`src/rtl/riscv_run_pkg.sv`:
```
// riscv_run_pkg
// Shared types and defaults for the RISCVunicycle run controller.
//   run_state_t  : controller FSM states
//   end_cause_t  : encoding of the reason a run ended (drives the 2-bit cause port)
//   DEF_*        : default parameter values used by riscv_run_controller
//   min_width()  : bits needed to hold a value, never less than one
package riscv_run_pkg;

  typedef enum logic [1:0] {
    IDLE       = 2'd0,
    RESET_HOLD = 2'd1,
    RUN        = 2'd2,
    DONE       = 2'd3
  } run_state_t;

  typedef enum logic [1:0] {
    CAUSE_NONE    = 2'b00,
    CAUSE_FINISH  = 2'b01,
    CAUSE_HALT    = 2'b10,
    CAUSE_TIMEOUT = 2'b11
  } end_cause_t;

  localparam int unsigned DEF_RST_CYCLES  = 100;
  localparam int unsigned DEF_TIMEOUT     = 100000;
  localparam int unsigned DEF_HALT_REPEAT = 8;

  // Width of a register that must hold values 0..max_val.
  function automatic int unsigned min_width(input int unsigned max_val);
    if (max_val < 2) return 1;
    return $clog2(max_val + 1);
  endfunction

endpackage

```
`src/rtl/sat_counter.sv`:
```
// sat_counter
// Up-counter that sticks at all-ones instead of wrapping.
//   clock : system clock
//   rst   : asynchronous active-low reset (value -> 0)
//   clear : synchronous clear, wins over inc
//   inc   : count one this cycle
//   value : current count
module sat_counter #(
  parameter int unsigned W = 32
) (
  input  logic         clock,
  input  logic         rst,
  input  logic         clear,
  input  logic         inc,
  output logic [W-1:0] value
);

  // Count up on inc, but never past the all-ones code.
  always_ff @(posedge clock or negedge rst) begin
    if (!rst) begin
      value <= '0;
    end else if (clear) begin
      value <= '0;
    end else if (inc && (value != {W{1'b1}})) begin
      value <= value + 1'b1;
    end
  end

endmodule

```
`src/rtl/riscv_run_controller.sv`:
```
// riscv_run_controller
// Run-control and completion monitor for the RISCVunicycle core. Holds the
// core in reset for RST_CYCLES after a start pulse, then lets it run while
// counting cycles and retired instructions, and stops the run on the core's
// finish flag, a PC self-loop (halt idiom) or a watchdog timeout.
//   clock       : system clock
//   rst         : asynchronous active-low reset
//   start       : one-cycle pulse that begins a run (honoured in IDLE/DONE)
//   core_rst    : active-high reset to the core
//   finish_flag : core end-of-program level
//   retire      : one instruction retired this cycle
//   pc          : PC of the retiring instruction
//   busy        : reset hold or run in progress
//   done        : run finished, sticky until the next start
//   cause       : 00 none, 01 finish, 10 halt loop, 11 timeout
//   cycle_count : RUN cycles elapsed (saturating)
//   instr_count : instructions retired during RUN (saturating)
module riscv_run_controller
  import riscv_run_pkg::*;
#(
  parameter int unsigned XLEN        = 32,
  parameter int unsigned CNT_W       = 32,
  parameter int unsigned RST_CYCLES  = DEF_RST_CYCLES,
  parameter int unsigned TIMEOUT     = DEF_TIMEOUT,
  parameter int unsigned HALT_REPEAT = DEF_HALT_REPEAT
) (
  input  logic             clock,
  input  logic             rst,
  input  logic             start,
  output logic             core_rst,
  input  logic             finish_flag,
  input  logic             retire,
  input  logic [XLEN-1:0]  pc,
  output logic             busy,
  output logic             done,
  output logic [1:0]       cause,
  output logic [CNT_W-1:0] cycle_count,
  output logic [CNT_W-1:0] instr_count
);

  localparam int unsigned HOLD_W = min_width(RST_CYCLES - 1);
  localparam int unsigned REP_W  = min_width(HALT_REPEAT);
  // The watchdog compare is done at least 32 bits wide so a narrow counter
  // is never matched against a truncated TIMEOUT.
  localparam int unsigned CMP_W  = (CNT_W > 32) ? CNT_W : 32;

  localparam logic [HOLD_W-1:0] HOLD_LOAD    = HOLD_W'(RST_CYCLES - 1);
  localparam logic [REP_W-1:0]  REP_LIMIT    = REP_W'(HALT_REPEAT);
  localparam logic [CMP_W-1:0]  TIMEOUT_LAST = CMP_W'(TIMEOUT - 1);

  run_state_t        state_q, state_d;
  end_cause_t        cause_q, cause_d;
  logic [HOLD_W-1:0] hold_q, hold_d;
  logic [XLEN-1:0]   last_pc_q, last_pc_d;
  logic [REP_W-1:0]  rep_q, rep_d;
  logic              done_q, done_d;
  logic              core_rst_q, busy_q;
  logic              run_clear;
  logic              halt_hit, timeout_hit;
  logic [CMP_W-1:0]  cycle_ext;

  assign cycle_ext   = CMP_W'(cycle_count);
  assign halt_hit    = (HALT_REPEAT != 0) && (rep_q == REP_LIMIT);
  assign timeout_hit = (TIMEOUT != 0) && (cycle_ext == TIMEOUT_LAST);

  // State and result registers. core_rst and busy are computed from the
  // next state so that they change on the same edge as the state itself.
  always_ff @(posedge clock or negedge rst) begin
    if (!rst) begin
      state_q    <= IDLE;
      cause_q    <= CAUSE_NONE;
      hold_q     <= '0;
      last_pc_q  <= '0;
      rep_q      <= '0;
      done_q     <= 1'b0;
      core_rst_q <= 1'b1;
      busy_q     <= 1'b0;
    end else begin
      state_q    <= state_d;
      cause_q    <= cause_d;
      hold_q     <= hold_d;
      last_pc_q  <= last_pc_d;
      rep_q      <= rep_d;
      done_q     <= done_d;
      core_rst_q <= (state_d != RUN);
      busy_q     <= (state_d == RESET_HOLD) || (state_d == RUN);
    end
  end

  // Next-state logic. Termination checks use registered values only, with
  // finish taking priority over halt, and halt over timeout. A zero repeat
  // count means no instruction has retired yet in this run, so the first
  // retire always loads last_pc.
  always_comb begin
    state_d   = state_q;
    cause_d   = cause_q;
    hold_d    = hold_q;
    last_pc_d = last_pc_q;
    rep_d     = rep_q;
    done_d    = done_q;
    run_clear = 1'b0;

    case (state_q)
      IDLE, DONE: begin
        if (start) begin
          state_d   = RESET_HOLD;
          hold_d    = HOLD_LOAD;
          done_d    = 1'b0;
          cause_d   = CAUSE_NONE;
          last_pc_d = '0;
          rep_d     = '0;
          run_clear = 1'b1;
        end
      end
      RESET_HOLD: begin
        if (hold_q == '0) begin
          state_d = RUN;
        end else begin
          hold_d = hold_q - 1'b1;
        end
      end
      RUN: begin
        if (retire) begin
          if ((rep_q != '0) && (pc == last_pc_q)) begin
            if (rep_q != {REP_W{1'b1}}) rep_d = rep_q + 1'b1;
          end else begin
            rep_d     = REP_W'(1);
            last_pc_d = pc;
          end
        end
        if (finish_flag) begin
          state_d = DONE;
          done_d  = 1'b1;
          cause_d = CAUSE_FINISH;
        end else if (halt_hit) begin
          state_d = DONE;
          done_d  = 1'b1;
          cause_d = CAUSE_HALT;
        end else if (timeout_hit) begin
          state_d = DONE;
          done_d  = 1'b1;
          cause_d = CAUSE_TIMEOUT;
        end
      end
      default: state_d = IDLE;
    endcase
  end

  sat_counter #(.W(CNT_W)) u_cycle_cnt (
    .clock (clock),
    .rst   (rst),
    .clear (run_clear),
    .inc   (state_q == RUN),
    .value (cycle_count)
  );

  sat_counter #(.W(CNT_W)) u_instr_cnt (
    .clock (clock),
    .rst   (rst),
    .clear (run_clear),
    .inc   ((state_q == RUN) && retire),
    .value (instr_count)
  );

  assign core_rst = core_rst_q;
  assign busy     = busy_q;
  assign done     = done_q;
  assign cause    = cause_q;

endmodule

```
`config.mk`:
```
export PLATFORM = sky130hd
export DESIGN_NAME = riscv_run_controller
export DESIGN_NICKNAME = d
export VERILOG_FILES = /design/src/rtl/riscv_run_pkg.sv /design/src/rtl/sat_counter.sv /design/src/rtl/riscv_run_controller.sv
export SDC_FILE = /design/constraint.sdc
export NUM_CORES = 1
export LEC_CHECK = 0
export ABC_AREA = 0
export CORE_ASPECT_RATIO = 1.2
export CORE_MARGIN = 1
export CORE_UTILIZATION = 36
export DETAILED_ROUTE_END_ITERATION = 16
export GPL_TIMING_DRIVEN = 0
export PLACE_DENSITY_LB_ADDON = 0.08
export SYNTH_ARGS = -nofsm -noshare
export SYNTH_HDL_FRONTEND = slang
export SYNTH_SLANG_ARGS = --single-unit
export TNS_END_PERCENT = 1
```
`constraint.sdc`:
```
create_clock -name clock -period 5.2 [get_ports clock]
set_clock_uncertainty 0.15 [all_clocks]
set_input_delay 1.56 -clock clock [delete_from_list [all_inputs] [get_ports clock]]
set_output_delay 1.56 -clock clock [all_outputs]
set_load 0.1 [all_outputs]
```
* Yosys cells after proc, flatten, opt, wreduce, memory -nomap -nowiden *
Cells that the tools add are included.

storage, ports and cells
  output and inout bits = 69
  input bits = 37
  word-level logic and storage cells = 83
  register bits after elaboration = 114

operators by class
  equality and inequality tests = 18
  $add $sub $neg = 4
  reduce and logical (&&, ||, !) cells = 17
  multiplexer cells = 34

operators with widths
  operator                                                            number
  32-bit two-way mux                                                  7
  32-bit by 1-bit adder with 32-bit output, second input constant     2
  32-bit != test, second input constant                               2
  32-bit one-hot mux with 2 select lines                              1
  32-bit by 17-bit == test with 1-bit output, second input constant   1
  32-bit == test                                                      1
  2-bit two-way mux                                                   9
  4-bit two-way mux                                                   4
  7-bit two-way mux                                                   2
  7-bit one-hot mux with 2 select lines                               1
  2-bit != test, second input constant                                5
  4-bit != test, second input constant                                2
  4-bit one-hot mux with 2 select lines                               1
  4-bit AND reduction                                                 2
  2-bit nonzero test                                                  4
  7-bit logical NOT                                                   1
  7-bit by 1-bit subtractor with 7-bit output, second input constant  1
  2-bit == test, second input constant                                3
  1-bit two-way mux                                                   6
  2-bit one-hot mux with 3 select lines                               1
  3-bit AND reduction                                                 2
  4-bit by 1-bit adder with 4-bit output, second input constant       1
  2-bit by 1-bit == test with 1-bit output, second input constant     2
  4-bit == test, second input constant                                1
  other kinds (8)                                                     11

* Logic depth before layout (Yosys ltp) *
Gate-level depths: netlist of the first run.

  word-level depth = 7
  mapped depth = 10
  mapped depth without buffers = 9

* Cells and area by module *
Synthesis of the first run repeated with hierarchy kept, for this count alone.

second synthesis, totals
  cells, all modules = 774
  area, all modules = 7220.7 um^2

by module, submodules not included
  module                sequential area each (um^2)  cells each  instances  area an instance (um^2)
  sat_counter           800.8                        198         2          1854.3
  riscv_run_controller  1252.5                       378         1          3512.1

* Worst setup path after synthesis of the first run *
OpenSTA, ideal clock, no wires.

  path type = in2reg
  from = input port pc[20]
  to = register last_pc_q[0]
  data arrival time = 3.045 ns
  stages = 8
  setup time = 0.121 ns
  path buffers = 2
  slack = 1.884 ns
  cells stage by stage = xor2_1 a221oi_1 nand4_1 nor4_2 and3_1 clkbuf_1 buf_2 o2bb2ai_1

between the ends
  longest elaborated chain between the ends = 4

ends and longest elaborated chain
  element                               line                         source
  start, declared                       riscv_run_controller.sv:33   input logic [XLEN-1:0] pc,
  32-bit == test                        riscv_run_controller.sv:124  if ((rep_q != '0) && (pc == last_pc_q)) begin
  1-bit logical AND                     riscv_run_controller.sv:124
  2-bit != test (no source line)        --
  4-bit AND reduction (no source line)  --
  end signal, assigned                  riscv_run_controller.sv:82   last_pc_q <= last_pc_d;
  end, declared                         riscv_run_controller.sv:54   logic [XLEN-1:0] last_pc_q, last_pc_d;

No other way between the ends.
A chain may end at the register's enable or synchronous reset.

* Final worst setup path of the first run *
  from = input port pc[20]
  to = register last_pc_q[22]

Same word-level chain as after synthesis.

==> flow_summary.yaml, run 1 <==
synth:
  yosysTopAreaCellShare_pct: 44.9
  syn_inst: 657
  synth_cell_types: 65
  syn_nets: 702
  synth_seq_area_share_pct: 45.3
  postSynthAreaPerCell_um2: 9.58
  ys_dominant_reg_cell: "sky130_fd_sc_hd__dfrtp_1"
  yosys-top-cells-area: "sky130_fd_sc_hd__dfrtp_1 (45%), sky130_fd_sc_hd__xnor2_1 (7.4%), sky130_fd_sc_hd__nor2_1 (4.5%), sky130_fd_sc_hd__nand3_1 (4.3%), sky130_fd_sc_hd__o2bb2ai_1 (4.2%)"
  syn_area_um2: 6300
  synth-async-reset-ratio_pct: 100
  register_bit_count_reported_by_yosys: 114
  synth_largest_area_cell: "sky130_fd_sc_hd__dfrtp_1"
  ys.warnings.count: 0
  synth_enable_flop_cells: 0
drt:
  drt_pre_antenna_iters: 4
  wire_per_inst_um: 16.6
  route.detailed.vias_per_inst: 5.41
  drt_iter0_drc: 133
  drt_drc_violations_left: 0
  antenna_violating_nets_post_route: 0
  wirelength_mm: 16.8
  routed-via-count: 5463
cts:
  cts_buffers: 17
  postCtsResizedCells: 0
  clk_path_buf_depth: 2
  post_cts_setup_buffer_count: 0
  cts_num_sinks: 114
  worstSkewPairLatency_ns: 0.41
  htree_num_levels: 4
  cts_tree: "done"
  count_of_hold_buffers_inserted_by_post_cts_repair: 0
  cts-root-buf: "sky130_fd_sc_hd__clkbuf_16"
  clkSlewWorstSetupHoldPaths_ns: 0.05
critical_path:
  required_ns: 5.34
  ff_to_ff_setup_slack_ns: 2.39
  crit_arrival_ns: 4.03
  critical-path-max-stage-delay_ns: 0.62
  worstPathCellList: "clkdlybuf4s50_1 > xor2_1 > a221oi_1 > nand4_1 > nor4_2 > and3_1 > clkbuf_1 > buf_2 > o2bb2ai_1"
  r2r-end: "busy"
  reg2reg_depth: 9
  crit_fanout: 10
  worst-setup-path-type: "primary input to flip-flop"
  crit_path_end_kind: "flip-flop"
  cpMaxStageDelayCell: "sky130_fd_sc_hd__nor4_2"
  setup.worst_path.start_class: "primary input"
  r2r-start: "state_q[0]"
layout:
  final_area_um2: 8160
  share_of_final_layout_standard_cells_stronger_than_drive_strength_1_pct: 6.56
  antenna_cells_inserted: 0
  layout-area-overhead-vs-synth_pct: 29.6
  finished_core_util_pct: 48.1
  fill_cells: 1588
  final_net_count: 827
timing:
  fin_worst_hold_slack_ns: 0.343
  setup-tns-final_ns: 0
  period_share_pct: 74.8
  final_hold_vios: 0
  max-slew-margin-rel_pct: 31.5
  final.min_clock_period_ns: 3.89
  rsz_0062_raised_after_global_routing: "no"
  max_clock_freq_mhz: 257
  setup_viol_count_final: 0
  maxSlewViolCount: 0
  tightest_pin_transition_ns: 1.02
die:
  design.portCount: 106
  initial_core_util_pct: 37.1
  die_h_um: 147
  fp.coreArea_um2: 17000
  placementRows: 52
  floorplan.die.width_um: 123
  dieArea_um2: 18000
global_route:
  gr-total-overflow: 0
  grt_max_degree: 89
  grt_antenna_before_repair: 0
  global_route_wire_length_before_repair_mm: 28.4
  grt_pass1_vias: 5692
  global_routing_usage_summed_across_all_routing_layers_pct: 20.1
placement:
  detailed_place_hpwl_mm: 12.2
  io_buffer_count: 105
  dpl-instance-area_um2: 7650
  gp_routability_congestion: 0.850
worst_hold_path:
  timing.hold.worst.start: "done"
  hold-path-endpoint: "done"
  worstHoldPathCells: 1
  worstHoldPathType: "flip-flop to flip-flop"
power:
  power-per-cell-area_nw_per_um2: 310
  cellLeakagePower_nw: 3.27
  maximum_ir_drop_on_the_vdd_rail_uv: 218
  totalPowerFinal_mw: 2.53
outcome:
  result_of_the_run: "completed"
job:
  maxCapViolCount: 0
synth_stat cells (11+ instances only):
| cell type | instances |
|---|---|
| sky130_fd_sc_hd__nand2_1 | 34 |
| sky130_fd_sc_hd__xnor2_1 | 53 |
| sky130_fd_sc_hd__and4_1 | 13 |
| sky130_fd_sc_hd__nor3_1 | 18 |
| sky130_fd_sc_hd__dfrtp_1 | 113 |
| sky130_fd_sc_hd__o2bb2ai_1 | 30 |
| sky130_fd_sc_hd__nand4_1 | 28 |
| sky130_fd_sc_hd__and3_1 | 17 |
| sky130_fd_sc_hd__a21oi_1 | 16 |
| sky130_fd_sc_hd__nor2_1 | 76 |
| sky130_fd_sc_hd__nand3_1 | 54 |
| sky130_fd_sc_hd__clkbuf_1 | 23 |
| sky130_fd_sc_hd__inv_1 | 22 |
| sky130_fd_sc_hd__nor4_1 | 11 |
| sky130_fd_sc_hd__xor2_1 | 28 |
power by group:
part | switching (mW) | total (mW) | internal [mW]
logic | 0.373 | 0.549 | 0.176
clock network | 0.391 | 1.03 | 0.635
registers | 0.0321 | 0.957 | 0.925
cell usage in the layout (no fill, tap or decap), drive strengths merged, types with 5 or more instances in the layout:
cell / n
clkdlybuf4s50: 104
o21ai: 15
nor3: 18
clkbuf: 47
and3: 19
o2bb2ai: 30
and4: 13
nor4: 14
nand3: 55
nand2: 34
buf: 12
a21oi: 16
nor2: 76
nand4: 29
o211ai: 5
inv: 22
xor2: 28
and2: 6
ha: 8
xnor2: 53
or3: 9
nand2b: 5
dfrtp: 113
clkinv: 5
through the flow:
step                      instances  worst slack, ns
after floorplan                 657             1.88
after global placement          978            -2.26
after detailed placement        979            0.901
after CTS                      1009             1.34
after global routing           1009             1.14
final                          1009             1.31
state kept, by name, summed over array words and instances, names as in the netlist:
name,cells
done,1
u_cycle_cnt.value,32
hold_q,7
last_pc_q,32
u_instr_cnt.value,32
core_rst,1
state_q,2
rep_q,4
cause,2
busy,1
layout make-up:
cell class | instances | area (µm²) | share of cell area [%]
plain buffers | 33 | 153 | 1.87
well taps | 216 | 270 | 3.31
clock inverters | 6 | 32.5 | 0.399
repair buffers | 106 | 1080 | 13.2
multi-input cells | 488 | 3210 | 39.3
inverters | 22 | 82.6 | 1.01
flip-flops and latches | 114 | 2850 | 35.0
clock buffers | 24 | 482 | 5.90
cells by family (layout without fill, tap and decap cells):
| logic type | after synthesis | count (layout) | synth area share (%) |
|---|---|---|---|
| xor+xnor | 81 | 81 | 11.3 |
| simple gates | 294 | 294 | 25.1 |
| compound gates | 101 | 101 | 12.3 |
| buf+inv | 55 | 191 | 3.74 |
| fa+ha+maj | 8 | 8 | 1.59 |
| flops | 114 | 114 | 45.3 |
| mux | 4 | 4 | 0.636 |
worst max-delay path by stage:
stage | cells past startpoint | startpoint | endpoint
5_1_grt | 9 | pc[20] | last_pc_q[8]
3_3_place_gp | 1 | rst | u_instr_cnt.value[13]
6_report | 9 | pc[20] | last_pc_q[22]
3_5_place_dp | 9 | pc[20] | last_pc_q[26]
4_1_cts | 9 | pc[20] | last_pc_q[26]
2_1_floorplan | 8 | pc[20] | last_pc_q[0]
worst max-delay path: cells and delay by family:
kind            cells  cell delay, ns
xor+xnor            1            0.20
buf+inv             3            0.92
compound gates      2            0.30
simple gates        3            1.04
per-layer routing:
metal / up-vias / part of all wire (%) / global-route usage [%]
met5: - / 0 / 0
li1: 2633 / - / -
met2: 108 / 51 / 34.8
met1: 2709 / 45 / 24.9
met3: 13 / 3.4 / 4.23
met4: 0 / 1.1 / 5.55
(Power assumes the default switching activity.)
==> run 2: changes to the inputs <==
clock period = 3.93 ns   (was 5.2 ns; I/O delays follow)
==> results of run 2 <==
Same layout as run 1 (identical final DEF). Status: completed.
Main changes from that run: setup slack after placement 0.901 ns -> 0.0115 ns; setup slack after layout 1.31 ns -> 0.422 ns; register-to-register setup slack 2.39 ns -> 1.12 ns; total power 2.53 mW -> 3.35 mW; worst IR drop on VDD 218 µV -> 289 µV
==> run 3: changes to the inputs <==
TNS_END_PERCENT = 20   (was 1)
==> results of run 3 <==
Same layout as run 1 (identical final DEF). Status: completed.
Main changes from that run: setup slack after placement 0.901 ns -> 0.0115 ns; setup slack after layout 1.31 ns -> 0.422 ns; register-to-register setup slack 2.39 ns -> 1.12 ns; total power 2.53 mW -> 3.35 mW; worst IR drop on VDD 218 µV -> 289 µV
